## src/rtl/prm_edge_mask_engine.sv

```systemverilog
// Programmable sum-of-products edge-mask engine: scans stored cubes LANES per cycle per query.
// Optional build macro PRM_EARLY_EXIT_EN: finish the scan on the first beat that contains a hit.
module prm_edge_mask_engine #(
    parameter int unsigned IN_W  = 15,
    parameter int unsigned TERMS = 128,
    parameter int unsigned LANES = 4,
    parameter int unsigned TAG_W = 8,
    localparam int unsigned CW   = $clog2(TERMS)
) (
    input  logic             clk,
    input  logic             rst_n,
    input  logic             cfg_we,
    input  logic [CW-1:0]    cfg_addr,
    input  logic [IN_W-1:0]  cfg_care,
    input  logic [IN_W-1:0]  cfg_val,
    input  logic             cfg_cnt_we,
    input  logic [CW:0]      cfg_cnt,
    input  logic             q_valid,
    output logic             q_ready,
    input  logic [IN_W-1:0]  q_code,
    input  logic [TAG_W-1:0] q_tag,
    output logic             r_valid,
    input  logic             r_ready,
    output logic             r_mask,
    output logic [TAG_W-1:0] r_tag,
    output logic [CW-1:0]    r_hit_idx,
    output logic             busy
);

    typedef enum logic [1:0] {S_IDLE, S_SCAN, S_DONE} state_t;

    state_t          r_state;
    logic [IN_W-1:0] r_care [TERMS];
    logic [IN_W-1:0] r_val  [TERMS];
    logic [CW:0]     r_term_cnt;
    logic [CW:0]     r_ptr;
    logic [IN_W-1:0] r_code;

    logic            w_cfg_ok;
    logic [CW:0]     w_cnt_sat;
    logic [CW:0]     w_cnt_eff;
    logic [CW:0]     w_ptr_next;
    logic [CW:0]     w_lane_idx [LANES];
    logic [LANES-1:0] w_lane_hit;
    logic            w_hit_any;
    logic [CW-1:0]   w_hit_idx;
    logic            w_last;
    logic            w_exit;

    assign w_cfg_ok   = (r_state == S_IDLE);
    assign w_cnt_sat  = (cfg_cnt > (CW+1)'(TERMS)) ? (CW+1)'(TERMS) : cfg_cnt;
    // A count written in the accepting cycle already governs that query.
    assign w_cnt_eff  = (w_cfg_ok && cfg_cnt_we) ? w_cnt_sat : r_term_cnt;
    assign w_ptr_next = r_ptr + (CW+1)'(LANES);
    assign w_last     = (w_ptr_next >= r_term_cnt);

    // Cube storage is intentionally left unreset.
    always_ff @(posedge clk) begin
        if (w_cfg_ok && cfg_we) begin
            r_care[cfg_addr] <= cfg_care;
            r_val[cfg_addr]  <= cfg_val;
        end
    end

    for (genvar g = 0; g < LANES; g++) begin : g_lane
        assign w_lane_idx[g] = r_ptr + (CW+1)'(g);
        assign w_lane_hit[g] = (w_lane_idx[g] < r_term_cnt) &&
            (((r_code ^ r_val[w_lane_idx[g][CW-1:0]]) & r_care[w_lane_idx[g][CW-1:0]]) == '0);
    end

    // Lowest hitting lane of the current beat.
    always_comb begin
        w_hit_any = |w_lane_hit;
        w_hit_idx = '0;
        for (int l = LANES - 1; l >= 0; l--) begin
            if (w_lane_hit[l]) begin
                w_hit_idx = w_lane_idx[l][CW-1:0];
            end
        end
    end

`ifdef PRM_EARLY_EXIT_EN
    assign w_exit = w_last || w_hit_any;
`else
    assign w_exit = w_last;
`endif

    always_ff @(posedge clk or negedge rst_n) begin
        if (!rst_n) begin
            r_state    <= S_IDLE;
            r_term_cnt <= '0;
            r_ptr      <= '0;
            r_code     <= '0;
            q_ready    <= 1'b1;
            r_valid    <= 1'b0;
            r_mask     <= 1'b0;
            r_tag      <= '0;
            r_hit_idx  <= '0;
            busy       <= 1'b0;
        end else begin
            case (r_state)
                S_IDLE: begin
                    if (cfg_cnt_we) begin
                        r_term_cnt <= w_cnt_sat;
                    end
                    if (q_ready && q_valid) begin
                        q_ready   <= 1'b0;
                        busy      <= 1'b1;
                        r_code    <= q_code;
                        r_tag     <= q_tag;
                        r_mask    <= 1'b0;
                        r_hit_idx <= '0;
                        r_ptr     <= '0;
                        r_state   <= (w_cnt_eff != '0) ? S_SCAN : S_DONE;
                    end else begin
                        q_ready <= 1'b1;
                    end
                end
                S_SCAN: begin
                    if (w_hit_any && !r_mask) begin
                        r_mask    <= 1'b1;
                        r_hit_idx <= w_hit_idx;
                    end
                    r_ptr <= w_ptr_next;
                    if (w_exit) begin
                        r_state <= S_DONE;
                    end
                end
                S_DONE: begin
                    if (r_valid && r_ready) begin
                        r_valid <= 1'b0;
                        busy    <= 1'b0;
                        r_state <= S_IDLE;
                    end else begin
                        r_valid <= 1'b1;
                    end
                end
                default: r_state <= S_IDLE;
            endcase
        end
    end

endmodule

```

## config.mk

```make
export PLATFORM = sky130hd
export DESIGN_NAME = prm_edge_mask_engine
export DESIGN_NICKNAME = d
export VERILOG_FILES = /design/src/rtl/prm_edge_mask_engine.sv
export SDC_FILE = /design/constraint.sdc
export NUM_CORES = 2
export LEC_CHECK = 0
export CORE_ASPECT_RATIO = 1.5
export CORE_MARGIN = 2
export CORE_UTILIZATION = 35
export DETAILED_ROUTE_END_ITERATION = 12
export PLACE_DENSITY = 0.6
export SLEW_MARGIN = 20
export SYNTH_ARGS = -nofsm -noshare
export SYNTH_HDL_FRONTEND = slang
export SYNTH_SLANG_ARGS = --single-unit
```

## constraint.sdc

```tcl
create_clock -name clk -period 4.71 [get_ports clk]
set_clock_uncertainty 0.1 [all_clocks]
set_input_delay 0.942 -clock clk [delete_from_list [all_inputs] [get_ports clk]]
set_output_delay 0.942 -clock clk [all_outputs]
set_load 0.005 [all_outputs]
```

After elaboration in Yosys (flattened, before gate mapping)
Memory sizes are Yosys's and may differ from the RTL's.
Index checks and enable logic that the tools add are counted.
Widths: inputs -> output; s select.
{"block": "word_totals", "register_bits": 52, "latchBits": 0, "mem_bits_rw": 3840, "romBits": 0, "out_inout_bits": 19, "memories": 2}
{"memory": "r_care", "depth": 128, "word_bits": 15, "read_ports": 4, "rd_ports_with_merged_regs": 0, "write_ports": 1, "line_no": "33", "text": "logic [IN_W-1:0] r_care [TERMS];"}
{"memory": "r_val", "depth": 128, "word_bits": 15, "read_ports": 4, "rd_ports_with_merged_regs": 0, "write_ports": 1, "line_no": "34", "text": "logic [IN_W-1:0] r_val [TERMS];"}
{"block": "classes", "n_addsub": 4, "multipliers": 0, "n_div": 0, "order_cmp": 6, "n_eq_ne": 6, "n_shift": 0, "mux": 26, "n_bitwise": 8, "n_reduce_logical": 25}
{"cell": "$and 15x15->15", "n": 4}
{"cell": "$logic_not 15->1", "n": 4}
{"cell": "$xor 15x15->15", "n": 4}
{"cell": "$mux 7", "n": 6}
{"cell": "$lt 8x8->1", "n": 4}
{"cell": "$mux 8", "n": 3}
{"cell": "$add 8x2->8 const B", "n": 2}
{"cell": "$pmux 8 s2", "n": 1}
{"cell": "$pmux 7 s2", "n": 1}
{"cell": "$logic_and 1x1->1", "n": 9}
{"cell": "$reduce_and 3->1", "n": 3}
{"cell": "$add 8x1->8 const B", "n": 1}
{"cell": "$add 8x3->8 const B", "n": 1}
{"cell": "$ge 8x8->1", "n": 1}
{"cell": "$gt 8x8->1 const B", "n": 1}
{"cell": "$mux 1", "n": 8}
{"cell": "$mux 2", "n": 4}
{"cell": "$reduce_bool 8->1", "n": 1}
{"cell": "$ne 2x2->1 const B", "n": 3}
{"cell": "$pmux 2 s3", "n": 1}
{"cell": "$reduce_and 2->1", "n": 3}
{"cell": "$pmux 1 s2", "n": 2}
{"cell": "$reduce_bool 2->1", "n": 2}
{"cell": "$reduce_or 4->1", "n": 1}
{"cell": "5 further kinds", "n": 5}

Logic depth before layout (Yosys ltp)
An unclocked memory read counts as a cell.
{"block": "logic_depth", "ltp_word": 12, "depth_mapped": 20, "depth_no_buf": 11}

Worst setup path before layout
No wires, ideal clock.
{"block": "synth_timing", "path_type": "input to register", "from": "input port cfg_addr[5]", "to": "memory r_care[56][0] (enable)", "setup_ns": 0.493, "arrival_time_ns": 4.411, "required_ns": 4.117, "setup_slack_ns": -0.294, "stages": 4, "path_buffers": 0, "cell_sequence": "nor2b_1 > and3_1 > nand3_1 > nor4_1"}
{"item": "start, declared", "line_no": "13", "text": "input logic [CW-1:0] cfg_addr,"}
{"item": "end, declared", "line_no": "33"}
No word-level cell before the write port.

Worst setup path in the final report
{"block": "layout_timing", "from": "register r_ptr[2]", "to": "register r_hit_idx[3]"}
{"block": "layout_via", "elab_chain_len": 12, "elab_cells_between_ends": 35, "classes_between": "add/sub (3); order compare (4); eq/ne (1); mux (6); bitwise (8); reduce/logical (11); memory (2)"}
{"item": "start, declared", "line_no": "36", "text": "logic [CW:0] r_ptr;"}
{"item": "start signal, assigned", "line_no": "124", "text": "r_ptr <= w_ptr_next;"}
{"item": "$add 8x2->8", "line_no": "66", "text": "assign w_lane_idx[g] = r_ptr + (CW+1)'(g);"}
{"item": "$mem_v2 128x15"}
{"item": "$xor 15x15->15", "line_no": "68", "text": "(((r_code ^ r_val[w_lane_idx[g][CW-1:0]]) & r_care[w_lane_idx[g][CW-1:0]]) == '0);"}
{"item": "$and 15x15->15", "line_no": "68"}
{"item": "$logic_not 15->1", "line_no": "68"}
{"item": "$logic_and 1x1->1", "line_no": "67", "text": "assign w_lane_hit[g] = (w_lane_idx[g] < r_term_cnt) &&"}
{"item": "$mux 7 (4 in series)", "line_no": "76", "text": "if (w_lane_hit[l]) begin"}
{"item": "$mux 7", "line_no": "120", "text": "if (w_hit_any && !r_mask) begin"}
{"item": "$pmux 7 s2", "line_no": "101", "text": "case (r_state)"}
{"item": "end signal, assigned", "line_no": "122", "text": "r_hit_idx <= w_hit_idx;"}
{"item": "end, declared", "line_no": "26", "text": "output logic [CW-1:0] r_hit_idx,"}
Parallel ways exist; a longest one is shown, timed or not. The select of a mux whose other input is x is not followed.
A chain may end at the register's enable or synchronous reset.

==> metrics.md <==
| Metric | Value |
|---|---|
| Status | finished clean |
| Yosys synthesis warning count | 0 |
| Pins over their slew limit | 0 |
| CTS root buf | clkbuf_16 |
| Maximum number of pins on one net before global-route repair | 129 |
| Number of placement rows | 295 |
| Port Buffer Count | 92 |
| Setup crit start | r_ptr[2] |
| Minimum clock period | 4660 ps |
| Avg Synthesized Cell Area | 22.1 sq um |
| Reg area | 117,000 sq um |
| Data arrival time of the worst path | 5370 ps |
| Critical path class | reg -> reg |
| First-pass DRT Iterations | 8 |
| Routed len/inst | 32.6 um |
| TritonCTS sink count | 3,890 |
| Final total power | 0.0879 W |
| Clk Latency, worst-skew pair | 940 ps |
| Post-route DRC violation count | 0 |
| Vias after detailed routing | 74,800 |
| Detail Placement HPWL | 257,000 um |
| Die Span X | 541 um |
| Max Fclk | 215 MHz |
| Startpoint of the worst-slack reg-to-reg timing path | r_ptr[2] |
| CTS tree | done |
| Max-slew headroom at the worst pin | 19.9% |
| Number of global-route vias before repair | 76,800 |
| Count of boundary I/O pins | 93 |
| Share of the cycle needed by the critical path after routing | 98.9% |
| Number of enable flip-flop cells after synthesis | 3,840 |
| Instance area at placement | 164,000 sq um |
| Basic-gate share of the synthesized area counting and, or, nand and nor cells | 2.28% |
| Primary flip-flop cell chosen by synthesis mapping | edfxtp_1 |
| Residual antenna-violating net count after detailed routing | 0 |
| Share of post-route cells with drive strength above 1 | 29.2% |
| R2R setup slack | 50 ps |
| Worst reg2reg endpoint | r_hit_idx[3] |
| Clock-pin slew reported for the worst setup and hold paths after clock tree synthesis | 70 ps |
| Unrepaired setup endpoints after global routing | no |
| Final setup violating endpoints | 0 |
| Placeable core area | 431,000 sq um |
| Count of final hold-check violations | 0 |
| Multiplexer share of the synthesized area | 16.3% |
| Crit path setup slack, layout | 50.8 ps |
| Initial antenna violation count | 39 |
| Cell depth of the worst min-delay path | 2 |
| Drt first-iter violations | 8,940 |
| Worst-Margin Slew | 1200 ps |
| Final GP Congestion | 0.850 |
| Worst voltage drop across the vdd grid | 0.338 mV |
| Aggregate global routing overflow | 0 |
| Total power divided by cell area | 502 nW/um^2 |
| Inserted Clock Buffers | 343 |
| Placement-stage worst setup slack | -952 ps |
| Hold WC Path Type | reg -> reg |
| Synthesized-area fraction occupied by xor and xnor cells | 0.572% |
| Height of the die | 810 um |
| Adder-Cell Fraction of Synth Area | 0.198% |
| Total nets after synthesis | 6,954 |
| Sequential share of the synthesized area | 76.9% |
| Layout Area Growth over Synthesis | 15.5% |
| Total routing usage reported by global routing | 19.6% |
| Async set-reset flop share out of synthesis | 1.29% |
| Static leakage | 53.8 nW |
| Post-detailed-route via-to-cell ratio | 5.59 |
| Starting utilization of the core area | 35.2% |
| Synth Register Bits | 3,890 |
| Kind of launch point of the worst setup path | flip-flop |
| Main combinational cell family by area after synthesis | multiplexers |
| Filler instances | 37,100 |
| Hold wc startpoint | r_tag[4] |
| Number of nets at the end of the flow | 7,551 |
| Number of H-tree levels | 5 |
| Drt total wl | 437,000 um |
| Area taken by multi-input logic gates | 33,700 sq um |
| Crit. End Element | flip-flop |
| Hold Path End | r_tag[4] |
| Die Footprint | 438,000 sq um |
| Yosys cell types | 86 |
| Mapped Area | 152,000 sq um |
| Crit path required time | 5420 ps |
| Gate Count Post-Synth | 6,856 |
| Compound-gate portion of the synthesized area | 2.15% |
| Layout Cell Area excl Fill | 175,000 sq um |
| Count of cells along the worst register-to-register path | 13 |
| Worst-path fanout max | 51 |
| Buffers from clock root to sink, at most | 4 |
| Total negative slack | 0 ps |
| First-pass GRT wire length | 605,000 um |
| MaxCap Viol Count | 0 |
-- per-layer routing --
metal	vias up	GRT usage, %	routed length, um
li1	30000	-	-
met1	40800	23.5	160000
met2	3159	35.3	230000
met3	710	2.86	29000
met4	10	7.44	18300
met5	-	0	57
-- per-stage QoR --
step / hold slack (ps) / instances / utilization [%]
after global placement: 357 / 12700 / 38.0
final: 381 / 13400 / 40.6
after CTS: 375 / 13400 / 40.5
after global routing: 404 / 13400 / 40.6
after detailed placement: 370 / 12700 / 38.0
after floorplan: 370 / 6856 / -
-- worst max path at each step --
stage               depth (start not counted)  slack, ps           end
global placement                           12       -890  r_hit_idx[2]
detailed placement                         12       -950  r_hit_idx[3]
floorplan                                  19        350  r_hit_idx[5]
CTS                                        14          6  r_hit_idx[3]
finish                                     13         50  r_hit_idx[3]
global route                               13          5  r_hit_idx[3]
-- cells in the mapped netlist (all sizes together) (12+ instances only) --
master / instances / area (sq um)
o22ai: 19 / 119
xnor2: 53 / 464
a221oi: 30 / 282
inv: 37 / 139
nand3b: 24 / 180
a22o: 26 / 228
nand2: 238 / 893
a31oi: 22 / 138
a211oi: 15 / 113
a22oi: 83 / 623
o2111ai: 13 / 114
nand2b: 51 / 319
a21oi: 48 / 240
dfrtp: 49 / 1230
nor2b: 19 / 119
and3: 23 / 144
buf: 291 / 1930
o21ai: 77 / 385
nand3: 80 / 400
nor4: 13 / 81.3
clkbuf: 85 / 319
o211ai: 12 / 90.1
xor2: 46 / 403
nor3: 15 / 75.1
mux2i: 267 / 2670
mux4: 958 / 21600
edfxtp: 3840 / 115000
ha: 24 / 300
nor2: 172 / 648
and2: 19 / 119
mux2: 38 / 428
nand4: 14 / 87.6
-- logic make-up after synthesis --
family          after synthesis
fa+ha+maj                    24
flops                      3890
xor+xnor                     99
mux                        1263
buf+inv                     414
compound gates              449
simple gates                717
-- cell type report --
cell class              count  area share (%)
multi-input cells        2552            19.3
flip-flops and latches   3890            66.6
diodes                     17          0.0243
well taps                5643            4.03
repair buffers            628            3.78
clock inverters           208            1.05
clock buffers             406            5.13
inverters                  38          0.0958
-- sequential cells by signal, summed over array words and instances (netlist names) --
| signal | cells |
|---|---|
| r_code | 15 |
| r_valid | 1 |
| r_ptr | 6 |
| r_hit_idx | 7 |
| r_term_cnt | 8 |
| r_care | 1920 |
| busy | 1 |
| q_ready | 1 |
| r_state | 2 |
| r_mask | 1 |
| r_tag | 8 |
| r_val | 1920 |
-- what timing repair did --
action	CTS	global route
setup buffers	10	7
setup endpoints to repair	8	8
hold buffers	1	0
gates resized for setup	15	30
hold endpoints to repair	31	0
pin swaps	2	3
gates cloned	1	3
-- power breakdown --
part           switching [W]  leakage (nW)  internal, W
Combinational         0.0115          13.4      0.00944
Clock                 0.0126          5.31       0.0153
Sequential          0.000729          35.1       0.0383
Total                 0.0249          53.8       0.0630
-- layout by cell type (no fill, tap or decap), types with 26 or more instances in the layout --
cell type	netlist	layout
a22oi_1	83	82
buf_4	69	421
inv_1	32	30
edfxtp_1	3840	3840
mux4_2	958	958
nand3_1	80	77
xor2_1	46	46
bufinv_16	0	29
clkinv_2	0	73
o21ai_0	72	72
mux2_2	38	38
buf_12	1	120
nor2_1	171	43
clkinv_1	1	71
a22o_1	26	26
xnor2_1	53	52
dfrtp_1	49	36
a221oi_1	27	26
mux2i_1	267	265
clkbuf_1	85	52
nor2_4	0	128
nand2b_1	51	51
a21oi_1	48	48
nand2_1	238	238
clkbuf_16	0	351
clkdlybuf4s50_1	0	61
-- worst max-delay path, cell delays in order, from the launching register on --
cell       delay [ps]
dfrtp_4           550
buf_4             160
buf_12            280
mux4_2            560
mux4_2            510
xor2_1            170
a22oi_2           400
o221ai_1          320
buf_4             230
o22ai_4           290
o2111ai_2         270
a41oi_4           230
buf_12            150
mux2i_1           210
Power figures use the tool's default switching activity.
